[config.mk]
export PLATFORM = sky130hd
export DESIGN_NAME = pg_operand_stage_flat
export DESIGN_NICKNAME = d
export VERILOG_FILES = /design/src/rtl/pg_operand_stage_if.sv /design/src/rtl/pg_operand_stage.sv /design/src/flat_wrapper.sv
export SDC_FILE = /design/constraint.sdc
export NUM_CORES = 1
export LEC_CHECK = 0
export CAP_MARGIN = 15
export CORE_MARGIN = 1
export CORE_UTILIZATION = 54
export DETAILED_ROUTE_END_ITERATION = 7
export PLACE_DENSITY = 0.83
export SETUP_SLACK_MARGIN = 0.15
export SYNTH_ARGS = -nofsm -noshare
export SYNTH_HDL_FRONTEND = slang
export SYNTH_SLANG_ARGS = --single-unit
[constraint.sdc]
create_clock -name PHI -period 3.9 [get_ports PHI]
set_clock_uncertainty 0.15 [all_clocks]
set_input_delay 0.975 -clock PHI [delete_from_list [all_inputs] [get_ports PHI]]
set_output_delay 0.975 -clock PHI [all_outputs]
set_load 0.02 [all_outputs]
[src/rtl/pg_operand_stage_if.sv]
// Operand/result bundle between the upstream issuer, the operand stage and the
// carry-lookahead units.
interface pg_operand_stage_if #(
   parameter int WIDTH = 16,
   parameter int TAGW  = 4
);
   localparam int NG = WIDTH / 4;

   logic             IN_VALID;
   logic             IN_READY;
   logic [WIDTH-1:0] A;
   logic [WIDTH-1:0] B;
   logic             CIN;
   logic             OUT_VALID;
   logic             OUT_READY;
   logic [WIDTH-1:0] P;
   logic [WIDTH-1:0] G;
   logic [NG-1:0]    GP;
   logic [NG-1:0]    GG;
   logic             C0;
   logic [TAGW-1:0]  TAG;

   modport master (
      output IN_VALID, A, B, CIN, OUT_READY,
      input  IN_READY, OUT_VALID, P, G, GP, GG, C0, TAG
   );

   modport slave (
      input  IN_VALID, A, B, CIN, OUT_READY,
      output IN_READY, OUT_VALID, P, G, GP, GG, C0, TAG
   );
endinterface

[src/rtl/pg_operand_stage.sv]
// Operand front end of the adder: 2-entry operand buffer with valid/ready handshake,
// presenting registered propagate/generate terms of the head entry to the CLUs.
module pg_operand_stage #(
   parameter int WIDTH = 16,
   parameter int TAGW  = 4
) (
   input  logic               PHI,
   input  logic               RST_,
   pg_operand_stage_if.slave  bus
);
   localparam int NG = WIDTH / 4;
   // Entry layout: {tag, cin, b, a}
   localparam int EW = 2 * WIDTH + 1 + TAGW;

   logic [EW-1:0]    r_ent0;
   logic [EW-1:0]    r_ent1;
   logic [1:0]       r_cnt;
   logic [TAGW-1:0]  r_tag_ctr;
   logic             r_in_ready;
   logic             r_out_valid;
   logic [WIDTH-1:0] r_p;
   logic [WIDTH-1:0] r_g;
   logic [NG-1:0]    r_gp;
   logic [NG-1:0]    r_gg;
   logic             r_c0;
   logic [TAGW-1:0]  r_tag;

   logic [EW-1:0]    w_new;
   logic [EW-1:0]    w_ent0_nxt;
   logic [EW-1:0]    w_ent1_nxt;
   logic [1:0]       w_cnt_nxt;
   logic             w_push;
   logic             w_pop;
   logic             w_valid_nxt;
   logic [WIDTH-1:0] w_a_nxt;
   logic [WIDTH-1:0] w_b_nxt;
   logic [WIDTH-1:0] w_p_nxt;
   logic [WIDTH-1:0] w_g_nxt;
   logic [NG-1:0]    w_gp_nxt;
   logic [NG-1:0]    w_gg_nxt;
   logic             w_c0_nxt;
   logic [TAGW-1:0]  w_tag_nxt;

   function automatic logic grp_gen(input logic [3:0] p, input logic [3:0] g);
      return g[3] | (p[3] & g[2]) | (p[3] & p[2] & g[1]) | (p[3] & p[2] & p[1] & g[0]);
   endfunction

   assign w_push = bus.IN_VALID & r_in_ready;
   assign w_pop  = r_out_valid & bus.OUT_READY;
   assign w_new  = {r_tag_ctr, bus.CIN, bus.B, bus.A};

   // Buffer next state: pops shift entry 1 down so entry 0 is always the head
   always_comb begin
      w_ent0_nxt = r_ent0;
      w_ent1_nxt = r_ent1;
      w_cnt_nxt  = r_cnt;
      case ({w_push, w_pop})
         2'b10: begin
            if (r_cnt == 2'd0) begin
               w_ent0_nxt = w_new;
            end else begin
               w_ent1_nxt = w_new;
            end
            w_cnt_nxt = r_cnt + 2'd1;
         end
         2'b01: begin
            w_ent0_nxt = r_ent1;
            w_ent1_nxt = '0;
            w_cnt_nxt  = r_cnt - 2'd1;
         end
         2'b11: begin
            if (r_cnt == 2'd1) begin
               w_ent0_nxt = w_new;
            end else begin
               w_ent0_nxt = r_ent1;
               w_ent1_nxt = w_new;
            end
         end
         default: begin
            w_cnt_nxt = r_cnt;
         end
      endcase
   end

   assign w_valid_nxt = (w_cnt_nxt != 2'd0);
   assign w_a_nxt     = w_ent0_nxt[WIDTH-1:0];
   assign w_b_nxt     = w_ent0_nxt[2*WIDTH-1:WIDTH];

   // Decode the next head entry so the P/G outputs come straight from flops
   always_comb begin
      w_p_nxt   = '0;
      w_g_nxt   = '0;
      w_gp_nxt  = '0;
      w_gg_nxt  = '0;
      w_c0_nxt  = 1'b0;
      w_tag_nxt = r_tag;
      if (w_valid_nxt) begin
         w_p_nxt   = w_a_nxt ^ w_b_nxt;
         w_g_nxt   = w_a_nxt & w_b_nxt;
         w_c0_nxt  = w_ent0_nxt[2*WIDTH];
         w_tag_nxt = w_ent0_nxt[EW-1 -: TAGW];
         for (int k = 0; k < NG; k++) begin
            w_gp_nxt[k] = &w_p_nxt[4*k +: 4];
            w_gg_nxt[k] = grp_gen(w_p_nxt[4*k +: 4], w_g_nxt[4*k +: 4]);
         end
      end else begin
         w_tag_nxt = r_tag;
      end
   end

   // Buffer, counters and registered outputs
   always_ff @(posedge PHI or negedge RST_) begin
      if (!RST_) begin
         r_ent0      <= '0;
         r_ent1      <= '0;
         r_cnt       <= 2'd0;
         r_tag_ctr   <= '0;
         r_in_ready  <= 1'b0;
         r_out_valid <= 1'b0;
         r_p         <= '0;
         r_g         <= '0;
         r_gp        <= '0;
         r_gg        <= '0;
         r_c0        <= 1'b0;
         r_tag       <= '0;
      end else begin
         r_ent0      <= w_ent0_nxt;
         r_ent1      <= w_ent1_nxt;
         r_cnt       <= w_cnt_nxt;
         r_tag_ctr   <= w_push ? r_tag_ctr + {{(TAGW-1){1'b0}}, 1'b1} : r_tag_ctr;
         r_in_ready  <= (w_cnt_nxt != 2'd2);
         r_out_valid <= w_valid_nxt;
         r_p         <= w_p_nxt;
         r_g         <= w_g_nxt;
         r_gp        <= w_gp_nxt;
         r_gg        <= w_gg_nxt;
         r_c0        <= w_c0_nxt;
         r_tag       <= w_tag_nxt;
      end
   end

   assign bus.IN_READY  = r_in_ready;
   assign bus.OUT_VALID = r_out_valid;
   assign bus.P         = r_p;
   assign bus.G         = r_g;
   assign bus.GP        = r_gp;
   assign bus.GG        = r_gg;
   assign bus.C0        = r_c0;
   assign bus.TAG       = r_tag;
endmodule

[src/flat_wrapper.sv]
// flat-port wrapper written by rule: the top's interface ports become plain ports
module pg_operand_stage_flat 
#(
   parameter int WIDTH = 16,
   parameter int TAGW  = 4
)
  (PHI, RST_, bus_IN_VALID, bus_A, bus_B, bus_CIN, bus_OUT_READY, bus_IN_READY, bus_OUT_VALID, bus_P, bus_G, bus_GP, bus_GG, bus_C0, bus_TAG);
  pg_operand_stage_if #(.WIDTH(WIDTH), .TAGW(TAGW)) bus_i ();
  input  logic PHI;
  input  logic RST_;
  input wire logic [$bits(bus_i.IN_VALID)-1:0] bus_IN_VALID;
  input wire logic [$bits(bus_i.A)-1:0] bus_A;
  input wire logic [$bits(bus_i.B)-1:0] bus_B;
  input wire logic [$bits(bus_i.CIN)-1:0] bus_CIN;
  input wire logic [$bits(bus_i.OUT_READY)-1:0] bus_OUT_READY;
  output wire logic [$bits(bus_i.IN_READY)-1:0] bus_IN_READY;
  output wire logic [$bits(bus_i.OUT_VALID)-1:0] bus_OUT_VALID;
  output wire logic [$bits(bus_i.P)-1:0] bus_P;
  output wire logic [$bits(bus_i.G)-1:0] bus_G;
  output wire logic [$bits(bus_i.GP)-1:0] bus_GP;
  output wire logic [$bits(bus_i.GG)-1:0] bus_GG;
  output wire logic [$bits(bus_i.C0)-1:0] bus_C0;
  output wire logic [$bits(bus_i.TAG)-1:0] bus_TAG;
  assign bus_i.IN_VALID = bus_IN_VALID;
  assign bus_i.A = bus_A;
  assign bus_i.B = bus_B;
  assign bus_i.CIN = bus_CIN;
  assign bus_i.OUT_READY = bus_OUT_READY;
  assign bus_IN_READY = bus_i.IN_READY;
  assign bus_OUT_VALID = bus_i.OUT_VALID;
  assign bus_P = bus_i.P;
  assign bus_G = bus_i.G;
  assign bus_GP = bus_i.GP;
  assign bus_GG = bus_i.GG;
  assign bus_C0 = bus_i.C0;
  assign bus_TAG = bus_i.TAG;
  pg_operand_stage #(.WIDTH(WIDTH), .TAGW(TAGW)) u_core (.PHI(PHI), .RST_(RST_), .bus(bus_i));
endmodule
==> flow_summary.ini <==
[pwr]
p_sw_share_pct = 35.6
switching_power_mw = 2.02
p_int_mw = 3.65
combPwrFrac_pct = 37.6
peakVddDrop_uv = 590
p_seq_share_pct = 34.5
p_leak_nw = 3.36
power_density_nw_per_um2 = 790
total_power_mw = 5.67
clkPwrFrac_pct = 27.9

[worst_hold_path]
holdPathStages = 2
hold_path_class = reg -> reg
min-delay-start = u_core.r_ent1[13]
hold_end = u_core.r_ent1[13]

[final_layout]
diodes = 0
final_layout_size_suffix_gt1_share_pct = 10.1
syn_to_final_growth_pct = 30.2
fillers = 703
layout.nets = 663
instances_no_fill = 748
design_area_um2 = 7180

[global_route]
grt_pass1_vias = 4242
grt_pass1_wl_um = 20700
use_met3_pct = 5.83
grt_max_degree = 68
gr-total-overflow = 0
use_met1_pct = 34.6
gr-usage-met2_pct = 42.3
antenna_found_initial = 0
grt.total_usage_pct = 26.4
grt-busiest-layer = met2

[clock_tree]
cts-resized-gates = 0
ctsLongestPathBuffers = 2
htreeDepth = 4
cts_tree = yes
worstSkewPairLatency_ns = 0.52
cts_made_buffers = 17
clkTransAtPathRegs_ns = 0.06
root_buffer = clkbuf_8
cts_hold_buf = 0
post_cts_buffers = 0
cts_sinks = 127

[timing]
clock.fmax_mhz = 283
worstMarginPinSlew_ns = 0.859
grt_setup_unrepaired = false
setup_slack_ns = 0.365
maxSlewViolCount = 0
setup_viol = 0
post-route-min-period_ns = 3.53
relSlewSlack_pct = 42.7
hold_viol_final = 0
timing.final.crit_share_pct = 90.6

[logic_synthesis]
synth_edf_count = 0
ys_warn_count = 0
synth_top_area_cell = dfrtp_1
synth-main-ff-cell = dfrtp_1
syn-mean-instance-area_um2 = 10.7
synth_area_um2 = 5510
synth-seq-cells = 127
yosysTopAreaCellShare_pct = 57.6
yosys-top-cells-area = dfrtp_1 (58%), o21ai_0 (6.3%), ha_1 (5.4%)
ys_async_sr_fraction_pct = 100
synth_commonest_cells = dfrtp_1 (127), nand2_1 (74), o21ai_0 (69)
syn_nets = 574
yosysMostFrequentCell = dfrtp_1
syn-instance-count = 513
ys_seq_area_share_pct = 57.6
synthDistinctLibCells = 35

[detailed_routing]
drt_iter0_drc = 269
drt_wl_total_um = 12600
drc = 0
viasPerCell = 5.59
wl_per_cell_um = 16.9
routed-via-count = 4182
antenna_left = 0
firstDrtPassIters = 5

[status]
status = finished clean

[floorplan]
die_x_um = 103
die_h_um = 103
die_area_um2 = 10600
start_util_pct = 56.2
core_um2 = 9820
pin_count = 84
rows = 36

[run]
maxCapViolCount = 0

[setup_path]
regToRegStartpoint = u_core.bus.OUT_VALID
crit_type = in -> reg
crit_path_start_kind = primary input
worstRegToRegCells = 10
arrival_ns = 3.78
cp_max_fo = 32
cp_data_required_time_ns = 4.15
regToRegSetupSlack_ns = 0.90
critPathCaptureType = flop
r2r-end = u_core.bus.GG[3]

[placed_design]
post-dp-hpwl_um = 8330
dp.cells = 716
place.gp.congestion = 0.806
pre_cts_ws_ns = -0.0944
portBuffers = 83
placed_area_um2 = 6570
==> stage by stage <==
step,setup TNS (ns),hold slack [ns],util [%]
final,0,0.337,73.1
after CTS,0,0.334,73.1
after global routing,0,0.348,73.1
after global placement,0,0.303,66.9
after floorplan,0,0.289,-
after detailed placement,-0.175,0.321,66.9
==> placed cells by master, fill, tap and decap left out, drive strengths merged, types with 4 or more instances in the layout <==
cell	instances
mux2	6
nor2b	8
o21ai	73
dfrtp	127
and3	12
clkinvlp	5
clkinv	5
buf	21
clkdlybuf4s50	82
nand2b	41
nand2	74
a21oi	4
clkbuf	19
and2	33
a21o	9
inv	7
a22oi	33
ha	24
==> cells by family after synthesis <==
group / synth area share, %
AND/OR/NAND/NOR: 17.2
buffers and inverters: 2.97
adder cells (fa/ha/maj): 5.45
multiplexers: 1.29
XOR/XNOR: 0.477
flip-flops: 57.6
AO/OA/AOI/OAI: 15.0
==> area by class of cell <==
class	instances	area, um2	share of cell area (%)
tap	133	166	2.32
inverter	7	26.3	0.366
multi-input combinational	346	2170	30.3
sequential	127	3180	44.3
timing repair buffer	103	1030	14.3
clock buffer	19	442	6.15
clock inverter	13	164	2.28
==> registers in the layout, summed over array words and instances (netlist names) <==
| signal | count |
|---|---|
| u_core.bus.TAG | 4 |
| u_core.bus.G | 16 |
| u_core.bus.IN_READY | 1 |
| u_core.bus.P | 16 |
| u_core.bus.C0 | 1 |
| u_core.r_cnt | 2 |
| u_core.r_ent0 | 37 |
| u_core.r_tag_ctr | 4 |
| u_core.bus.OUT_VALID | 1 |
| u_core.bus.GP | 4 |
| u_core.r_ent1 | 37 |
| u_core.bus.GG | 4 |
==> routing by layer <==
| layer | vias to the layer above | wire, um |
|---|---|---|
| li1 | 1941 | - |
| met1 | 2075 | 5550 |
| met3 | 23 | 591 |
| met2 | 143 | 6170 |
| met4 | 0 | 313 |
| met5 | - | 0 |
==> power groups by stage <==
| stage | registers (mW) | logic [mW] | clock network (mW) |
|---|---|---|---|
| global placement | 1.94 | 2.02 | 0 |
| detailed placement | 1.96 | 2.09 | 0 |
| global route | 1.99 | 2.35 | 1.66 |
| finish | 1.95 | 2.13 | 1.58 |
| CTS | 1.95 | 2.13 | 1.60 |
| floorplan | 2.04 | 1.25 | 0 |
==> worst max path at each step <==
stage                 startpoint               end  slack, ns
floorplan           bus_IN_VALID  u_core.bus.GG[1]       0.43
global placement    bus_IN_VALID  u_core.bus.GG[2]       0.03
detailed placement  bus_IN_VALID  u_core.bus.GG[0]      -0.09
CTS                 bus_IN_VALID  u_core.bus.GG[3]       0.44
global route        bus_IN_VALID  u_core.bus.GG[3]       0.18
finish              bus_IN_VALID  u_core.bus.GG[3]       0.37
==> worst max-delay path, cell delays in order <==
cell and delay, ns:
clkdlybuf4s50_1 0.45, nand2_1 0.09, inv_1 0.12, ha_1 0.17
nor2b_1 0.16, or2_0 0.20, buf_12 0.22, a22oi_1 0.10
o21ai_0 0.40, ha_1 0.35, and3_1 0.17, a221oi_1 0.26
nor2b_1 0.08
Note: power is estimated with default switching activity, not from simulation.
